<file path="src/rtl/seq_alu_if.sv">
// rtl/seq_alu_if.sv - operation request / result handshake bundle for seq_alu
interface seq_alu_if #(
    parameter int WIDTH = 8
);
    logic             in_valid;
    logic             in_ready;
    logic [WIDTH-1:0] a;
    logic [WIDTH-1:0] b;
    logic             cin;
    logic [2:0]       s;
    logic             out_valid;
    logic             out_ready;
    logic [WIDTH-1:0] alu_out;
    logic             alu_cout;
    logic             zero;
    logic             neg;
    logic             ovf;

    modport master (
        output in_valid, a, b, cin, s, out_ready,
        input  in_ready, out_valid, alu_out, alu_cout, zero, neg, ovf
    );

    modport slave (
        input  in_valid, a, b, cin, s, out_ready,
        output in_ready, out_valid, alu_out, alu_cout, zero, neg, ovf
    );
endinterface

</file>
<file path="src/rtl/seq_alu.sv">
// rtl/seq_alu.sv - handshaked ALU: single-cycle ops, WIDTH-cycle shift-add multiply
module seq_alu #(
    parameter int WIDTH = 8
) (
    input  logic      clk,
    input  logic      rst_n,
    seq_alu_if.slave  bus
);
    localparam int CW = $clog2(WIDTH);

    typedef enum logic [1:0] {IDLE, CALC, HOLD} state_t;

    state_t             state;
    state_t             state_nxt;
    logic               accept;
    logic               is_mul;
    logic               calc_done;
    logic [WIDTH:0]     wide;
    logic [WIDTH-1:0]   res_c;
    logic               cout_c;
    logic               ovf_c;
    logic [WIDTH-1:0]   mcand;
    logic [2*WIDTH-1:0] prod;
    logic [2*WIDTH-1:0] prod_nxt;
    logic [WIDTH:0]     psum;
    logic [CW-1:0]      cnt;
    logic [WIDTH-1:0]   alu_out_r;
    logic               alu_cout_r;
    logic               zero_r;
    logic               neg_r;
    logic               ovf_r;

    assign accept    = bus.in_valid && bus.in_ready;
    assign is_mul    = (bus.s == 3'b111);
    assign calc_done = (state == CALC) && (cnt == CW'(WIDTH - 1));

    always_ff @(posedge clk or negedge rst_n) begin
        if (!rst_n) begin
            state <= IDLE;
        end else begin
            state <= state_nxt;
        end
    end

    // A HOLD with the consumer ready behaves exactly like IDLE for a new request.
    always_comb begin
        state_nxt = state;
        unique case (state)
            IDLE: begin
                if (accept) state_nxt = is_mul ? CALC : HOLD;
            end
            CALC: begin
                if (calc_done) state_nxt = HOLD;
            end
            HOLD: begin
                if (bus.out_ready) begin
                    if (accept) state_nxt = is_mul ? CALC : HOLD;
                    else        state_nxt = IDLE;
                end
            end
            default: state_nxt = IDLE;
        endcase
    end

    always_comb begin
        bus.in_ready  = 1'b0;
        bus.out_valid = 1'b0;
        unique case (state)
            IDLE: bus.in_ready = 1'b1;
            CALC: bus.in_ready = 1'b0;
            HOLD: begin
                bus.in_ready  = bus.out_ready;
                bus.out_valid = 1'b1;
            end
            default: bus.in_ready = 1'b0;
        endcase
    end

    always_comb begin
        wide   = '0;
        res_c  = '0;
        cout_c = 1'b0;
        ovf_c  = 1'b0;
        unique case (bus.s)
            3'b000: begin
                wide   = {1'b0, bus.a} + {1'b0, bus.b} + {{WIDTH{1'b0}}, bus.cin};
                res_c  = wide[WIDTH-1:0];
                cout_c = wide[WIDTH];
                ovf_c  = (bus.a[WIDTH-1] == bus.b[WIDTH-1]) && (res_c[WIDTH-1] != bus.a[WIDTH-1]);
            end
            3'b001: begin
                // Bit WIDTH of the extended difference is the borrow.
                wide   = {1'b0, bus.a} - {1'b0, bus.b} - {{WIDTH{1'b0}}, bus.cin};
                res_c  = wide[WIDTH-1:0];
                cout_c = wide[WIDTH];
                ovf_c  = (bus.a[WIDTH-1] != bus.b[WIDTH-1]) && (res_c[WIDTH-1] != bus.a[WIDTH-1]);
            end
            3'b010: res_c = bus.a & bus.b;
            3'b011: res_c = bus.a | bus.b;
            3'b100: res_c = bus.a ^ bus.b;
            3'b101: begin
                res_c  = {bus.a[WIDTH-2:0], bus.cin};
                cout_c = bus.a[WIDTH-1];
            end
            3'b110: begin
                res_c  = {bus.cin, bus.a[WIDTH-1:1]};
                cout_c = bus.a[0];
            end
            default: res_c = '0;
        endcase
    end

    // Upper half accumulates, lower half holds the shrinking multiplier.
    always_comb begin
        psum     = {1'b0, prod[2*WIDTH-1:WIDTH]} + (prod[0] ? {1'b0, mcand} : '0);
        prod_nxt = {psum, prod[WIDTH-1:1]};
    end

    always_ff @(posedge clk or negedge rst_n) begin
        if (!rst_n) begin
            mcand      <= '0;
            prod       <= '0;
            cnt        <= '0;
            alu_out_r  <= '0;
            alu_cout_r <= 1'b0;
            zero_r     <= 1'b0;
            neg_r      <= 1'b0;
            ovf_r      <= 1'b0;
        end else begin
            if (accept && is_mul) begin
                mcand <= bus.a;
                prod  <= {{WIDTH{1'b0}}, bus.b};
                cnt   <= '0;
            end else if (state == CALC) begin
                prod  <= prod_nxt;
                cnt   <= cnt + 1'b1;
            end

            if (accept && !is_mul) begin
                alu_out_r  <= res_c;
                alu_cout_r <= cout_c;
                zero_r     <= (res_c == '0);
                neg_r      <= res_c[WIDTH-1];
                ovf_r      <= ovf_c;
            end else if (calc_done) begin
                alu_out_r  <= prod_nxt[WIDTH-1:0];
                alu_cout_r <= |prod_nxt[2*WIDTH-1:WIDTH];
                zero_r     <= (prod_nxt[WIDTH-1:0] == '0);
                neg_r      <= prod_nxt[WIDTH-1];
                ovf_r      <= 1'b0;
            end
        end
    end

    assign bus.alu_out  = alu_out_r;
    assign bus.alu_cout = alu_cout_r;
    assign bus.zero     = zero_r;
    assign bus.neg      = neg_r;
    assign bus.ovf      = ovf_r;
endmodule

</file>
<file path="src/flat_wrapper.sv">
// flat-port wrapper written by rule: the top's interface ports become plain ports
module seq_alu_flat 
#(
    parameter int WIDTH = 8
)
  (clk, rst_n, bus_in_valid, bus_a, bus_b, bus_cin, bus_s, bus_out_ready, bus_in_ready, bus_out_valid, bus_alu_out, bus_alu_cout, bus_zero, bus_neg, bus_ovf);
  seq_alu_if #(.WIDTH(WIDTH)) bus_i ();
  input  logic clk;
  input  logic rst_n;
  input wire logic [$bits(bus_i.in_valid)-1:0] bus_in_valid;
  input wire logic [$bits(bus_i.a)-1:0] bus_a;
  input wire logic [$bits(bus_i.b)-1:0] bus_b;
  input wire logic [$bits(bus_i.cin)-1:0] bus_cin;
  input wire logic [$bits(bus_i.s)-1:0] bus_s;
  input wire logic [$bits(bus_i.out_ready)-1:0] bus_out_ready;
  output wire logic [$bits(bus_i.in_ready)-1:0] bus_in_ready;
  output wire logic [$bits(bus_i.out_valid)-1:0] bus_out_valid;
  output wire logic [$bits(bus_i.alu_out)-1:0] bus_alu_out;
  output wire logic [$bits(bus_i.alu_cout)-1:0] bus_alu_cout;
  output wire logic [$bits(bus_i.zero)-1:0] bus_zero;
  output wire logic [$bits(bus_i.neg)-1:0] bus_neg;
  output wire logic [$bits(bus_i.ovf)-1:0] bus_ovf;
  assign bus_i.in_valid = bus_in_valid;
  assign bus_i.a = bus_a;
  assign bus_i.b = bus_b;
  assign bus_i.cin = bus_cin;
  assign bus_i.s = bus_s;
  assign bus_i.out_ready = bus_out_ready;
  assign bus_in_ready = bus_i.in_ready;
  assign bus_out_valid = bus_i.out_valid;
  assign bus_alu_out = bus_i.alu_out;
  assign bus_alu_cout = bus_i.alu_cout;
  assign bus_zero = bus_i.zero;
  assign bus_neg = bus_i.neg;
  assign bus_ovf = bus_i.ovf;
  seq_alu #(.WIDTH(WIDTH)) u_core (.clk(clk), .rst_n(rst_n), .bus(bus_i));
endmodule
</file>
<file path="config.mk">
export PLATFORM = sky130hd
export DESIGN_NAME = seq_alu_flat
export DESIGN_NICKNAME = d
export VERILOG_FILES = /design/src/rtl/seq_alu_if.sv /design/src/rtl/seq_alu.sv /design/src/flat_wrapper.sv
export SDC_FILE = /design/constraint.sdc
export NUM_CORES = 1
export LEC_CHECK = 0
export ABC_AREA = 1
export CAP_MARGIN = 0
export CORE_ASPECT_RATIO = 2
export CORE_UTILIZATION = 41
export DETAILED_ROUTE_END_ITERATION = 10
export SLEW_MARGIN = 20
export SYNTH_ARGS = -nofsm -noshare
export SYNTH_HDL_FRONTEND = slang
export SYNTH_SLANG_ARGS = --single-unit
</file>
<file path="constraint.sdc">
create_clock -name clk -period 2.4 [get_ports clk]
set_input_delay 0.48 -clock clk [delete_from_list [all_inputs] [get_ports clk]]
set_output_delay 0.48 -clock clk [all_outputs]
set_load 0.02 [all_outputs]
</file>
* Word-level counts from Yosys, hierarchy flattened
Index checks and enable logic that the tools add are counted.
** Word-level totals
- Register bits :: 41
- Word-level logic and storage cells :: 76
- Output and inout bits :: 14
- Input port bits :: 24
** Operators by class
- Bitwise gates (word level) :: 3
- Add/sub/neg operators :: 6
- Equal/unequal tests :: 17
- Reduce and logical (&&, ||, !) cells :: 15
- Multiplexer cells :: 26
** Operators by type and width (count)
- one-hot mux 8 bit (7 select lines) :: 1
- two-way mux 16 bit :: 2
- two-way mux 8 bit :: 3
- zero test 8 bit :: 2
- equality test 3 bit, second input constant :: 5
- two-way mux 2 bit :: 5
- adder 8 x 8 -> 9 bit :: 1
- adder 8 x 9 -> 9 bit :: 1
- adder 9 x 1 -> 9 bit :: 1
- two-way mux 1 bit :: 9
- subtractor 8 x 8 -> 9 bit :: 1
- subtractor 9 x 1 -> 9 bit :: 1
- bitwise AND 8 bit :: 1
- bitwise OR 8 bit :: 1
- OR reduction 8 bit :: 1
- XOR 8 bit :: 1
- equality test 3 x 2 -> 1 bit, second input constant :: 2
- logical AND 1 bit :: 6
- two-way mux 3 bit :: 2
- one-hot mux 2 bit (3 select lines) :: 1
- != test 2 x 1 -> 1 bit, second input constant :: 2
- one-hot mux 1 bit (2 select lines) :: 2
- one-hot mux 1 bit (4 select lines) :: 1
- nonzero test 2 bit :: 2
- other kinds (11) :: 13

* Logic depth before layout (Yosys ltp)
Gate-level depths: netlist of the first run.
- Word-level depth :: 6
- Gate-level depth with buffers :: 17
- Mapped depth without buffers :: 17

* Worst setup path after synthesis of the first run
Ideal clock, no wire load.
- Path type :: input -> register
- From :: input port bus_cin
- To :: register u_core.zero_r (netlist: u_core.bus.zero)
- Library setup time :: 0.077 ns
- Path buffers :: 0
- Data required time :: 2.323 ns
- Setup slack :: 0.176 ns
- Cell stages on the path :: 14
- Arrival :: 2.147 ns
- Cells stage by stage :: inv_1 > fa_1 > fa_1 > nand2_1 > nand2_1 > nand2_1 > nand2_1 > nor2_1 > nand2_1 > nor2_1 > nand3_1 > nor2_1 > nand3_1 > a21oi_1
** Between the ends
- Word-level cells in the longest chain between the ends :: 4
- Elaborated cells between the ends (all ways) :: 5
- Those cells by class :: add/sub (2); mux (2); reduce/logical (1)
** Ends and longest elaborated chain
- from (decl) :: RTL line flat_wrapper.sv:13 : input wire logic [$bits(bus_i.cin)-1:0] bus_cin;
- subtractor 9 x 1 -> 9 bit / adder 9 x 1 -> 9 bit (equally long branches) :: RTL line seq_alu.sv:93, seq_alu.sv:86
- one-hot mux 8 bit (7 select lines) (*) :: RTL line seq_alu.sv:84 : unique case (bus.s)
- zero test 8 bit (*) :: RTL line seq_alu.sv:142 : zero_r <= (res_c == '0);
- two-way mux 1 bit (*) :: RTL line seq_alu.sv:139 : if (accept && !is_mul) begin
- to (signal assigned) :: RTL line seq_alu.sv:142
- to (signal assigned) :: RTL line seq_alu.sv:148 : zero_r <= (prod_nxt[WIDTH-1:0] == '0);
- to (decl) :: RTL line seq_alu.sv:29 : logic zero_r;
Every way passes the cells marked *; elsewhere a longest branch is shown, timed or not.
A chain may end at the register's enable or synchronous reset.

* Final worst setup path of the first run
- From :: input port bus_out_ready
- To :: output port bus_in_ready
** Between the ends
- Word-level cells in the longest chain between the ends :: 1
** Ends and longest elaborated chain
- from (decl) :: RTL line flat_wrapper.sv:15 : input wire logic [$bits(bus_i.out_ready)-1:0] bus_out_ready;
- one-hot mux 1 bit (2 select lines) :: RTL line seq_alu.sv:68 : unique case (state)
- to (decl) :: RTL line flat_wrapper.sv:16 : output wire logic [$bits(bus_i.in_ready)-1:0] bus_in_ready;
No other way between the ends.

==> impl_results.md, run 1 <==
- Asr flop ratio synth: 100%
- Placed Cells: 749
- CP max-delay cell: clkdlybuf4s50_1
- Top delay family on crit path: buffers and inverters
- Post-synth EDFFs: 0
- Place WS: -570 ps
- Clk_lat worst skew: 290 ps
- Fin cells: 759
- Worst Path Buf+Inv: 3
- Most common cell after layout, fill and taps aside: nand2_1
- Total grt overflow: 0
- Worst Max-Slew Pin Slew: 909 ps
- Critical Path End Type: output pin
- Synth unique cells: 33
- Post-Route Skew: 5.24 ps
- Drt first-iter violations: 272
- Yosys warns: 0
- Drt total wl: 12.7 mm
- Peak Freq: 439 MHz
- Antenna violations before repair: 0
- DIE AREA: 0.00959 mm2
- Vias: 4039
- Fin util: 56.9%
- Worst Slack Setup Final: 123 ps
- Filler instances: 887
- DP Area: 0.00470 mm2
- VDD IR max: 0.279 mV
- Most frequent cell on the critical path: clkdlybuf4s50_1
- Register area: 0.00100 mm2
- Most frequent cells in the layout: nand2_1 (144), buf_4 (77), inv_1 (67)
- DIE HEIGHT: 138 um
- Number of nets in the layout: 726
- Syn Nets: 620
- CP max FO: 2
- Antenna fix cells: 0
- Register area share after synthesis: 26.6%
- Final period util: 94.9%
- Total CTS buffers: 5
- Leakage: 2.76 nW
- Drt wl/cell: 16.7 um
- Number of global-route vias before repair: 4177
- # rows: 49
- Predominant post-synthesis flop cell: dfrtp_1
- Max-Cap Viols: 0
- Ports: 38
- Status: completed
- FF+latch count, synth: 40
- RSZ-0062 raised after global routing: yes
- DRC: 0
- Slew Limit Fails: 0
- Slew HR: 39.4%
- Setup TNS Final: 0 ps
- TritonRoute pass-1 iters: 5
- Critical-path cell list: clkdlybuf4s50_1, inv_1, a21oi_1, clkdlybuf4s50_1
- CORE AREA: 0.00895 mm2
- Final min period: 2280 ps
- HP Class: input port to asynchronous set/reset pin
- Syn Inst Count: 551
- ANT nets after route: 0
- Area delta synth->final: 35.4%
- CTS root buffer: clkbuf_16
- Critical Path Source: bus_out_ready
- Clk sinks: 40
- Worst-path clk slew: 60 ps
- Hold-fix buffers, CTS: 0
- R2R Path Start: u_core.mcand[0]$_DFFE_PN0P_
- Avg Inst Size Synth: 6.83 um2
- Worst endpoint required time: 1920 ps
- Worst path arrival time: 1800 ps
- Htree depth: 2
- Footprint of the multi-input gates: 0.00256 mm2
- Maximum buffer depth of the clock tree: 2
- Initial Utilization: 42.1%
- Endpoints failing setup: 0
- Buffers on Ports: 37
- Design Area, Final: 0.00510 mm2
- Worst stage delay on the critical path: 630 ps
- Ratio of cells with drive above 1 in the final layout: 23.1%
- All-Layer GR Usage: 27.5%
- Overall power: 3.50 mW
- Vias per cell: 5.32
- Post-Synthesis Cell Area: 0.00376 mm2
- Startpoint class of the critical path: input port
- CTS tree: yes
- Die X-Extent: 69.8 um
- Worst Hold Slack: 310 ps
- Power per cell area: 686 mW/mm2
- Largest net degree at the start of global routing: 41
- First-pass GRT wire length: 20.3 mm
- Setup CP Type: input port to output pin
- Endpoints failing hold: 0
- Hpwl dp: 10.3 mm
- Final GP Congestion: 0.983
[cell families after synthesis]
| group | share of synthesized area (%) |
|---|---|
| AO/OA/AOI/OAI | 13.0 |
| XOR/XNOR | 1.16 |
| adder cells (fa/ha/maj) | 16.0 |
| buffers and inverters | 11.7 |
| flip-flops | 26.6 |
| AND/OR/NAND/NOR | 31.6 |
[cell usage after synthesis, types with 2 or more instances]
library cell,n,area share (%)
nand2_1,152,15
inv_1,80,8.0
nand3_1,46,6.1
nor2_1,41,4.1
dfrtp_1,40,27
ha_1,40,13
o21ai_0,26,3.5
a21oi_1,21,2.8
nand4_1,21,3.5
o21ai_1,11,1.5
o221ai_1,8,1.9
inv_2,7,0.70
buf_4,5,1.0
buf_6,5,1.5
fa_1,5,2.7
nor3_1,5,0.66
clkbuf_1,4,0.40
o211ai_1,4,0.80
a21o_1,3,0.60
a22o_1,3,0.70
nor2_2,3,0.50
o22ai_1,3,0.50
xnor2_1,3,0.70
nand2_2,2,0.33
nand3b_1,2,0.40
nor4_1,2,0.33
o21a_1,2,0.40
xor2_1,2,0.47
[where the power goes]
| group | leakage [nW] | switching [mW] | internal (mW) | total [mW] |
|---|---|---|---|---|
| Sequential | 0.508 | 0.181 | 0.911 | 1.09 |
| Clock | 0.0667 | 0.259 | 0.378 | 0.636 |
| Combinational | 2.19 | 0.988 | 0.780 | 1.77 |
| Total | 2.76 | 1.43 | 2.07 | 3.50 |
[what timing repair did]
action | CTS | global route
pin swaps | 16 | 16
resized for setup | 34 | 40
setup endpoints to repair | 11 | 8
buffers inserted | 1 | 3
[final cells by class]
class,count,area share (%)
tap,102,2.50
clock inverter,1,0.0982
clock buffer,6,2.53
multi-input combinational,409,50.2
sequential,40,19.6
inverter,87,6.41
timing repair buffer,114,18.7
[worst paths after layout]
check                                                   to  slack [ps]  depth (start not counted)
setup / recovery                              bus_in_ready         120                          4
hold / removal                 u_core.prod[12]$_DFFE_PN0P_         310                          1
setup reg to reg           u_core.bus.alu_cout$_DFFE_PN0P_         150                         14
hold reg to reg                  u_core.cnt[0]$_DFFE_PN0P_         480                          1
max in group asynchronous  u_core.bus.alu_cout$_DFFE_PN0P_        1500                          1
min in group clk                 u_core.cnt[0]$_DFFE_PN0P_         480                          1
[metal layers]
metal / GRT usage [%] / wire (um) / vias up / part of all wire, %
met4: 20.2 / 831 / 0 / 6.6
met5: 0 / 0 / - / 0
met1: 26.1 / 4380 / 1856 / 35
li1: - / - / 2012 / -
met3: 2.93 / 275 / 55 / 2.2
met2: 53.3 / 7170 / 116 / 57
[worst reg2reg max path, cell delays in order, from the launching register on]
cell	delay (ps)
dfrtp_1	380
nand2_1	120
inv_1	60
ha_1	210
fa_2	380
nand3_1	80
nand3_1	150
a21oi_2	210
nand3_1	110
nor2_2	120
nand2_1	70
nand2_1	80
nand2_1	60
nand2_1	60
nand2_1	50
[registers in the layout, indices dropped and copies added (netlist names)]
register / cells
u_core.bus.alu_out: 7
u_core.prod: 16
u_core.bus.ovf: 1
u_core.bus.neg: 1
u_core.bus.zero: 1
u_core.mcand: 8
u_core.state: 2
u_core.cnt: 3
u_core.bus.alu_cout: 1
(Power assumes the default switching activity.)
==> inputs of run 2 (changes only) <==
Settings changed: SETUP_SLACK_MARGIN set to 0.3.
==> impl_results.md, run 2 (synthesized netlist as in run 1, its figures left out) <==
- Drt total wl: 13.1 mm
- Top reg by flops: u_core.prod
- Vias per cell: 5.47
- Number of global-route vias before repair: 4346
- Final period util: 89.5%
- Area delta synth->final: 46.7%
- TritonRoute pass-1 iters: 5
- Die X-Extent: 69.8 um
- Busiest grt layer: met2
- Worst Max-Slew Pin Slew: 901 ps
- Critical Path End Type: flip-flop
- Maximum buffer depth of the clock tree: 2
- Endpoints failing setup: 0
- ANT nets after route: 0
- Met1 Use GR: 25.4%
- Hold-fix buffers, CTS: 0
- Final GP Congestion: 1.00
- Hpwl dp: 10.0 mm
- Clk sinks: 40
- Place WS: -509 ps
- Buffers on Ports: 37
- Most frequent cells in the layout: nand2_1 (133), buf_4 (79), inv_1 (54)
- # rows: 49
- Leakage: 2.79 nW
- DIE AREA: 0.00959 mm2
- Worst Hold Slack: 318 ps
- First-pass GRT wire length: 20.4 mm
- CTS root buffer: clkbuf_16
- Status: completed
- Ratio of cells with drive above 1 in the final layout: 33.1%
- Drt first-iter violations: 256
- VDD IR max: 0.319 mV
- Antenna violations before repair: 0
- Final min period: 2150 ps
- Setup CP Type: input port to flip-flop
- Worst endpoint required time: 2620 ps
- CORE AREA: 0.00895 mm2
- Most common cell after layout, fill and taps aside: nand2_1
- Power per cell area: 704 mW/mm2
- Slew Limit Fails: 0
- GR Util met3: 3.15%
- All-Layer GR Usage: 27.4%
- Peak Freq: 466 MHz
- Htree depth: 2
- Drt wl/cell: 17.1 um
- Initial Utilization: 42.1%
- Endpoints failing hold: 0
- Post-Route Skew: 4.42 ps
- Filler instances: 832
- Worst-path clk slew: 60 ps
- Slew HR: 39.9%
- CTS tree: yes
- Worst Slack Setup Final: 252 ps
- CP max FO: 4
- Clk_lat worst skew: 290 ps
- HP Class: input port to asynchronous set/reset pin
- Fin util: 61.7%
- Startpoint class of the critical path: input port
- Number of nets in the layout: 735
- Met2 GRT Util: 52.9%
- Total CTS buffers: 5
- Largest register FFs: 16
- DIE HEIGHT: 138 um
- Antenna fix cells: 0
- Total grt overflow: 0
- DRC: 0
- Worst path arrival time: 2370 ps
- Max-Cap Viols: 0
- Largest net degree at the start of global routing: 41
- Vias: 4209
- RSZ-0062 raised after global routing: yes
- Ports: 38
==> run 2: path summary, 6_finish.rpt <==
| check | slack (ps) | from | cells past startpoint | to |
|---|---|---|---|---|
| max in group asynchronous | 1510 | rst_n | 1 | u_core.bus.alu_out[6]$_DFFE_PN0P_ |
| min reg2reg | 480 | u_core.bus.alu_out[6]$_DFFE_PN0P_ | 2 | u_core.bus.alu_out[6]$_DFFE_PN0P_ |
| max reg2reg | 310 | u_core.prod[0]$_DFFE_PN0P_ | 14 | u_core.bus.alu_cout$_DFFE_PN0P_ |
| min | 320 | rst_n | 1 | u_core.prod[14]$_DFFE_PN0P_ |
| max | 250 | bus_a[0] | 14 | u_core.bus.zero$_DFFE_PN0P_ |
| min in group clk | 480 | u_core.bus.alu_out[6]$_DFFE_PN0P_ | 2 | u_core.bus.alu_out[6]$_DFFE_PN0P_ |
==> run 2: final cells by class <==
class | instances | area, um2 | share of cell area [%]
Sequential cell | 40 | 1000 | 18.1
Tap cell | 102 | 128 | 2.31
Clock inverter | 1 | 7.51 | 0.136
Timing Repair Buffer | 123 | 1040 | 18.8
Multi-Input combinational cell | 409 | 2870 | 52.0
Inverter | 87 | 334 | 6.05
Clock buffer | 7 | 143 | 2.58
==> run 2: timing repair <==
action	4_1_cts	5_1_grt
buffers inserted	5	12
resized for setup	83	87
endpoints found under the setup margin	12	27
pin swaps	22	49
==> run 2: routing by layer <==
metal	vias up	routed length, um
li1	2041	-
met1	1962	4420
met2	137	7290
met3	69	407
met4	0	1030
met5	-	0
==> run 2: worst max-delay path, stage by stage <==
cell and delay [ps]:
buf_8 100, fa_2 410, fa_2 410, nand2_1 90
nand2_1 50, nand2_1 60, nand2_1 50, nor2_1 120
nand2_1 100, nor2_1 110, nand3_1 70, nor2_1 100
nand3_1 100, a21oi_2 120
==> run 2: power by group <==
| part | internal (mW) | total (mW) | leakage [nW] | switching, mW |
|---|---|---|---|---|
| Clock | 0.414 | 0.684 | 0.0701 | 0.270 |
| Sequential | 0.911 | 1.12 | 0.508 | 0.206 |
| Combinational | 0.958 | 2.09 | 2.21 | 1.13 |
| Total | 2.28 | 3.89 | 2.79 | 1.61 |
==> run 2: through the flow <==
step | cells | TNS (ps) | power (mW) | instance area, um2
global placement | 744 | -4280 | 2.73 | 4730
floorplan | 551 | 0 | 2.11 | 3820
CTS | 757 | 0 | 3.64 | 5160
finish | 769 | 0 | 3.89 | 5520
detailed placement | 744 | -4640 | 2.76 | 4730
global route | 769 | 0 | 4.16 | 5520
